## config.mk

```make
export PLATFORM = sky130hd
export DESIGN_NAME = line_window_buffer
export DESIGN_NICKNAME = d
export VERILOG_FILES = /design/src/rtl/line_window_buffer.sv
export SDC_FILE = /design/constraint.sdc
export NUM_CORES = 2
export LEC_CHECK = 0
export BUFFER_PORTS_ARGS = -buffer_cell sky130_fd_sc_hd__buf_2
export CORE_MARGIN = 2
export CORE_UTILIZATION = 49
export CTS_CLUSTER_SIZE = 10
export DETAILED_ROUTE_END_ITERATION = 10
export MAX_ROUTING_LAYER = met4
export PLACE_DENSITY = 0.69
export SLEW_MARGIN = 20
export SYNTH_ARGS = -nofsm -noshare
export SYNTH_HDL_FRONTEND = slang
export SYNTH_SLANG_ARGS = --single-unit
```

## constraint.sdc

```tcl
create_clock -name clk -period 59 [get_ports clk]
set_input_delay 5.9 -clock clk [delete_from_list [all_inputs] [get_ports clk]]
set_output_delay 5.9 -clock clk [all_outputs]
set_load 0.005 [all_outputs]
```

## src/rtl/line_window_buffer.sv

```systemverilog
// Ring of F image rows feeding zero-padded F-row windows to a convolution stage.
// Optional vertical stride 2 is enabled with `define LINE_BUF_STRIDE2_EN.
module line_window_buffer #(
    parameter int D         = 1,
    parameter int H         = 24,
    parameter int W         = 24,
    parameter int DATA_BITS = 8,
    parameter int F         = 3
) (
    input  logic                                 clk,
    input  logic                                 reset,
    input  logic [D*W*DATA_BITS-1:0]             row_i,
    input  logic                                 row_valid_i,
    output logic                                 row_ready_o,
    output logic [F*D*(W+F-1)*DATA_BITS-1:0]     win_o,
    output logic                                 win_valid_o,
    output logic [$clog2(H)-1:0]                 win_row_o,
    input  logic                                 consumer_done_i,
    output logic                                 frame_done_o,
    output logic [1:0]                           fsm_state_o
);
    localparam int P        = (F - 1) / 2;
    localparam int RW       = D * (W + 2 * P) * DATA_BITS;
    localparam int ROW_BITS = D * W * DATA_BITS;
    localparam int CNT_W    = $clog2(H + 1);
    localparam int ROW_W    = $clog2(H);
    localparam int SLOT_W   = $clog2(F);
`ifdef LINE_BUF_STRIDE2_EN
    localparam int STEP     = 2;
`else
    localparam int STEP     = 1;
`endif
    localparam int LAST_ROW = ((H - 1) / STEP) * STEP;

    // Handshakes: a row moves when row_valid_i && row_ready_o at a rising edge;
    // win_valid_o is a one-cycle start pulse, consumer_done_i is sampled only in S_WAIT.
    typedef enum logic [1:0] {
        S_FILL  = 2'd0,
        S_ISSUE = 2'd1,
        S_WAIT  = 2'd2
    } state_t;

    state_t              state, state_next;
    logic [CNT_W-1:0]    in_cnt, in_cnt_next, in_cnt_inc;
    logic [ROW_W-1:0]    out_row, out_row_next;
    logic [SLOT_W-1:0]   wr_ptr;
    logic                wr_en;
    logic                done_next;
    logic [ROW_BITS-1:0] ring [F];
    logic [F*RW-1:0]     win_next;
    logic [ROW_BITS-1:0] row_sel;
    logic [SLOT_W-1:0]   slot;
    int                  src;

    // Number of input rows that must be present before output row r can issue.
    function automatic logic [CNT_W-1:0] need_of(input int r);
        int n;
        n = r + P;
        if (n > H - 1) n = H - 1;
        return CNT_W'(n + 1);
    endfunction

    assign row_ready_o = (state == S_FILL) && (in_cnt < CNT_W'(H));
    assign win_valid_o = (state == S_ISSUE);
    assign fsm_state_o = state;
    assign in_cnt_inc  = in_cnt + CNT_W'(1);

    always_comb begin
        state_next   = state;
        in_cnt_next  = in_cnt;
        out_row_next = out_row;
        wr_en        = 1'b0;
        done_next    = 1'b0;
        case (state)
            S_FILL: begin
                if (row_valid_i && row_ready_o) begin
                    wr_en       = 1'b1;
                    in_cnt_next = in_cnt_inc;
                    if (in_cnt_inc == need_of(int'(out_row))) state_next = S_ISSUE;
                end
            end
            S_ISSUE: state_next = S_WAIT;
            S_WAIT: begin
                if (consumer_done_i) begin
                    if (out_row == ROW_W'(LAST_ROW)) begin
                        done_next    = 1'b1;
                        in_cnt_next  = '0;
                        out_row_next = '0;
                        state_next   = S_FILL;
                    end else begin
                        out_row_next = out_row + ROW_W'(STEP);
                        if (in_cnt >= need_of(int'(out_row) + STEP)) state_next = S_ISSUE;
                        else state_next = S_FILL;
                    end
                end
            end
            default: state_next = S_FILL;
        endcase
    end

    // The window is registered on entry to S_ISSUE, so a row accepted in that
    // same cycle is bypassed from row_i instead of read back from the ring.
    always_comb begin
        win_next = '0;
        src      = 0;
        slot     = '0;
        row_sel  = '0;
        for (int k = 0; k < F; k++) begin
            src = int'(out_row_next) - P + k;
            if (src >= 0 && src < H) begin
                slot    = SLOT_W'(src % F);
                row_sel = (wr_en && slot == wr_ptr) ? row_i : ring[slot];
                win_next[k*RW + P*D*DATA_BITS +: ROW_BITS] = row_sel;
            end
        end
    end

    always_ff @(posedge clk or posedge reset) begin
        if (reset) begin
            state        <= S_FILL;
            in_cnt       <= '0;
            out_row      <= '0;
            wr_ptr       <= '0;
            win_o        <= '0;
            win_row_o    <= '0;
            frame_done_o <= 1'b0;
        end else begin
            state        <= state_next;
            in_cnt       <= in_cnt_next;
            out_row      <= out_row_next;
            frame_done_o <= done_next;
            if (done_next) wr_ptr <= '0;
            else if (wr_en) wr_ptr <= (wr_ptr == SLOT_W'(F - 1)) ? '0 : wr_ptr + SLOT_W'(1);
            if (state_next == S_ISSUE) begin
                win_o     <= win_next;
                win_row_o <= out_row_next;
            end
        end
    end

    always_ff @(posedge clk) begin
        if (wr_en) ring[wr_ptr] <= row_i;
    end
endmodule

```

==> flow_metrics.env <==
export IMPL_outcome="completed"
export IMPL_ys_seq_area_share_pct=57.0
export IMPL_min_period_ns=15.34
export IMPL_synth_ff_type="dfrtp_1"
export IMPL_top_level_ports=830
export IMPL_worst_slew_pin_slew_ns=1.23
export IMPL_synth_edf_count=576
export IMPL_syn2layout_area_growth_pct=15.4
export IMPL_dpl_cell_count=6740
export IMPL_clock_sinks=1172
export IMPL_ys_types=90
export IMPL_max_freq_ghz=0.0652
export IMPL_hpwl_um=114000
export IMPL_critical_path_class="in2reg"
export IMPL_dr_pass1_iters=10
export IMPL_cts_hold_buf=0
export IMPL_postCtsSetupBuffers=0
export IMPL_cts_tree="yes"
export IMPL_report_final_slew_viol_count=0
export IMPL_core_um2=114000
export IMPL_viasPerCell=6.77
export IMPL_start_util_pct=49.4
export IMPL_row_count=124
export IMPL_drive_above_1_share_pct=19.3
export IMPL_grt_first_pass_wirelength_um=294000
export IMPL_drt_total_wl_um=201000
export IMPL_setup_worst_path_start_class="input port"
export IMPL_grt_max_degree=192
export IMPL_globalRouteTotalUtil_pct=33.8
export IMPL_antenna_found_initial=42
export IMPL_cp_arrival_ns=15.99
export IMPL_avgSynthCellArea_um2=11.6
export IMPL_hold_viol_final=0
export IMPL_n_fill_cell=9482
export IMPL_clk_path_buf_depth=3
export IMPL_routedWlPerCell_um=28.6
export IMPL_grt_overflow=0
export IMPL_setup_tns_ns=0
export IMPL_cts_made_buffers=140
export IMPL_portBuffers=781
export IMPL_synth_cells=4872
export IMPL_cts_resized=0
export IMPL_rsz0062_at_grt="false"
export IMPL_drtAntennaViolNets=0
export IMPL_dieHeight_um=344
export IMPL_clkTransAtPathRegs_ns=0.06
export IMPL_multi_input_area_um2=22100
export IMPL_cp_required_ns=59.65
export IMPL_crit_fanout=45
export IMPL_cp_common_cell="ha_1"
export IMPL_setup_viol=0
export IMPL_num_vias=47630
export IMPL_dieArea_um2=118000
export IMPL_clockRootBuffer="clkbuf_16"
export IMPL_nets=5591
export IMPL_cpPeakStageDelay_ns=0.83
export IMPL_slew_headroom_pct=18.0
export IMPL_clk_latency_ns=0.77
export IMPL_register_area_um2=32200
export IMPL_max_cap_violations=0
export IMPL_drc=0
export IMPL_yosys_warnings=0
export IMPL_period_share_pct=26.0
export IMPL_yosys_register_bits=1172
export IMPL_hp_class="reg2reg"
export IMPL_first_global_vias=45226
export IMPL_critPathSlowestCell="nor2_4"
export IMPL_async_reset_ff_share_pct=50.9
export IMPL_cts_max_level=4
export IMPL_finClkSkew_ns=0.0507
export IMPL_synthesis_area_um2=56500
export IMPL_gp_congestion=0.922
export IMPL_die_w_um=344
export IMPL_critPathCaptureType="flip-flop"
export IMPL_drt_iter0_markers=5372
export IMPL_layout_cells_non_filler=7037
-- sequential cells by signal, indices dropped and copies added, names as in the netlist --
signal / flops
win_row_o: 5
fsm_state_o: 2
wr_ptr: 2
ring: 576
win_o: 576
out_row: 5
frame_done_o: 1
in_cnt: 5
-- cells in the final DEF (no fill, tap or decap), types with 27 or more instances in the layout --
master	n
nor2_1	225
clkbuf_16	143
a21oi_1	38
a221o_1	193
inv_1	27
clkbuf_1	86
dfrtp_1	596
o2111ai_1	194
buf_4	58
a211oi_1	197
mux2i_1	388
diode_2	46
edfxtp_1	576
nand2_1	617
o221ai_1	193
buf_2	781
or3_1	196
o21ai_0	220
o211ai_1	199
conb_1	48
a32oi_1	196
-- cell usage after synthesis (all sizes together) (4+ instances only) --
library cell	instances	share of area (%)
a221o	193	3.4
nand4	7	0.077
dfrtp	596	26
o31ai	5	0.066
ha	25	0.55
nand3	25	0.25
inv	32	0.21
nor2b	5	0.055
and3	4	0.044
or4	6	0.080
a21oi	40	0.35
xor2	13	0.21
o21ai	227	2.0
clkbuf	337	2.2
o211ai	199	2.6
nor2	230	1.5
a2111oi	5	0.077
a31oi	9	0.10
and2	5	0.055
a32oi	196	3.0
o221ai	193	3.0
nand4b	4	0.062
or3	197	2.2
a21boi	4	0.053
o22ai	7	0.077
a21o	6	0.080
mux2i	388	6.9
xnor2	25	0.42
nor3	21	0.20
nor4	10	0.12
edfxtp	576	31
o2111ai	194	3.0
a211oi	198	2.6
nand2b	5	0.055
buf	205	2.1
nand2	620	4.1
-- final timing paths --
kind	startpoint	endpoint	slack, ns	depth (start not counted)
max in group asynchronous	reset	win_o[106]	49.95	6
min in group asynchronous	reset	win_o[587]	5.24	2
worst min register to register	win_o[356]	win_o[356]	0.48	2
worst max register to register	out_row[0]	win_o[284]	48.07	30
worst max-delay path	consumer_done_i	win_o[284]	43.66	30
worst min-delay path	win_o[356]	win_o[356]	0.48	2
-- layout make-up --
cell class	instances	share of cell area [%]
sequential	1172	49.4
multi-input combinational	3172	33.8
timing repair buffer	851	7.03
clock buffer	234	6.09
tap	1512	2.90
clock inverter	17	0.384
inverter	33	0.201
antenna	46	0.177
-- per-stage QoR --
step	worst slack [ns]	utilization (%)	instance area, µm²	hold slack (ns)
after floorplan	36.42	-	56700	0.481
after global placement	43.28	53.2	60900	0.464
after detailed placement	43.08	53.2	60900	0.473
after CTS	43.90	56.9	65100	0.485
after global routing	43.06	57.0	65200	0.502
final	43.66	57.0	65200	0.480
-- worst max-delay path: cells and delay by family --
family          cells  cell delay (ns)
compound gates     12             2.65
buf+inv             6             2.34
simple gates        5             2.25
fa+ha+maj           4             1.71
xor+xnor            3             1.03
-- cell families (layout without fill, tap and decap cells) --
logic type | count (synthesis) | count (layout) | synth area share, %
AO/OA/AOI/OAI | 1516 | 1516 | 21.2
XOR/XNOR | 39 | 39 | 0.675
adder cells (fa/ha/maj) | 26 | 26 | 0.571
buffers and inverters | 575 | 1135 | 4.56
flip-flops | 1172 | 1172 | 57.0
multiplexers | 391 | 391 | 6.93
other | 1 | 94 | 0.00663
AND/OR/NAND/NOR | 1152 | 1152 | 9.06
-- per-layer routing --
metal | GRT usage [%] | vias to the layer above | part of all wire (%)
li1 | - | 20234 | -
met1 | 41.7 | 23875 | 38
met2 | 50.9 | 2968 | 46
met3 | 8.81 | 553 | 11
met4 | 18.0 | 0 | 5.1
met5 | - | - | 0
Power is left out: the tool's default activity adds up to more than one toggle a clock period on the data nets, which glitch-free logic cannot reach.
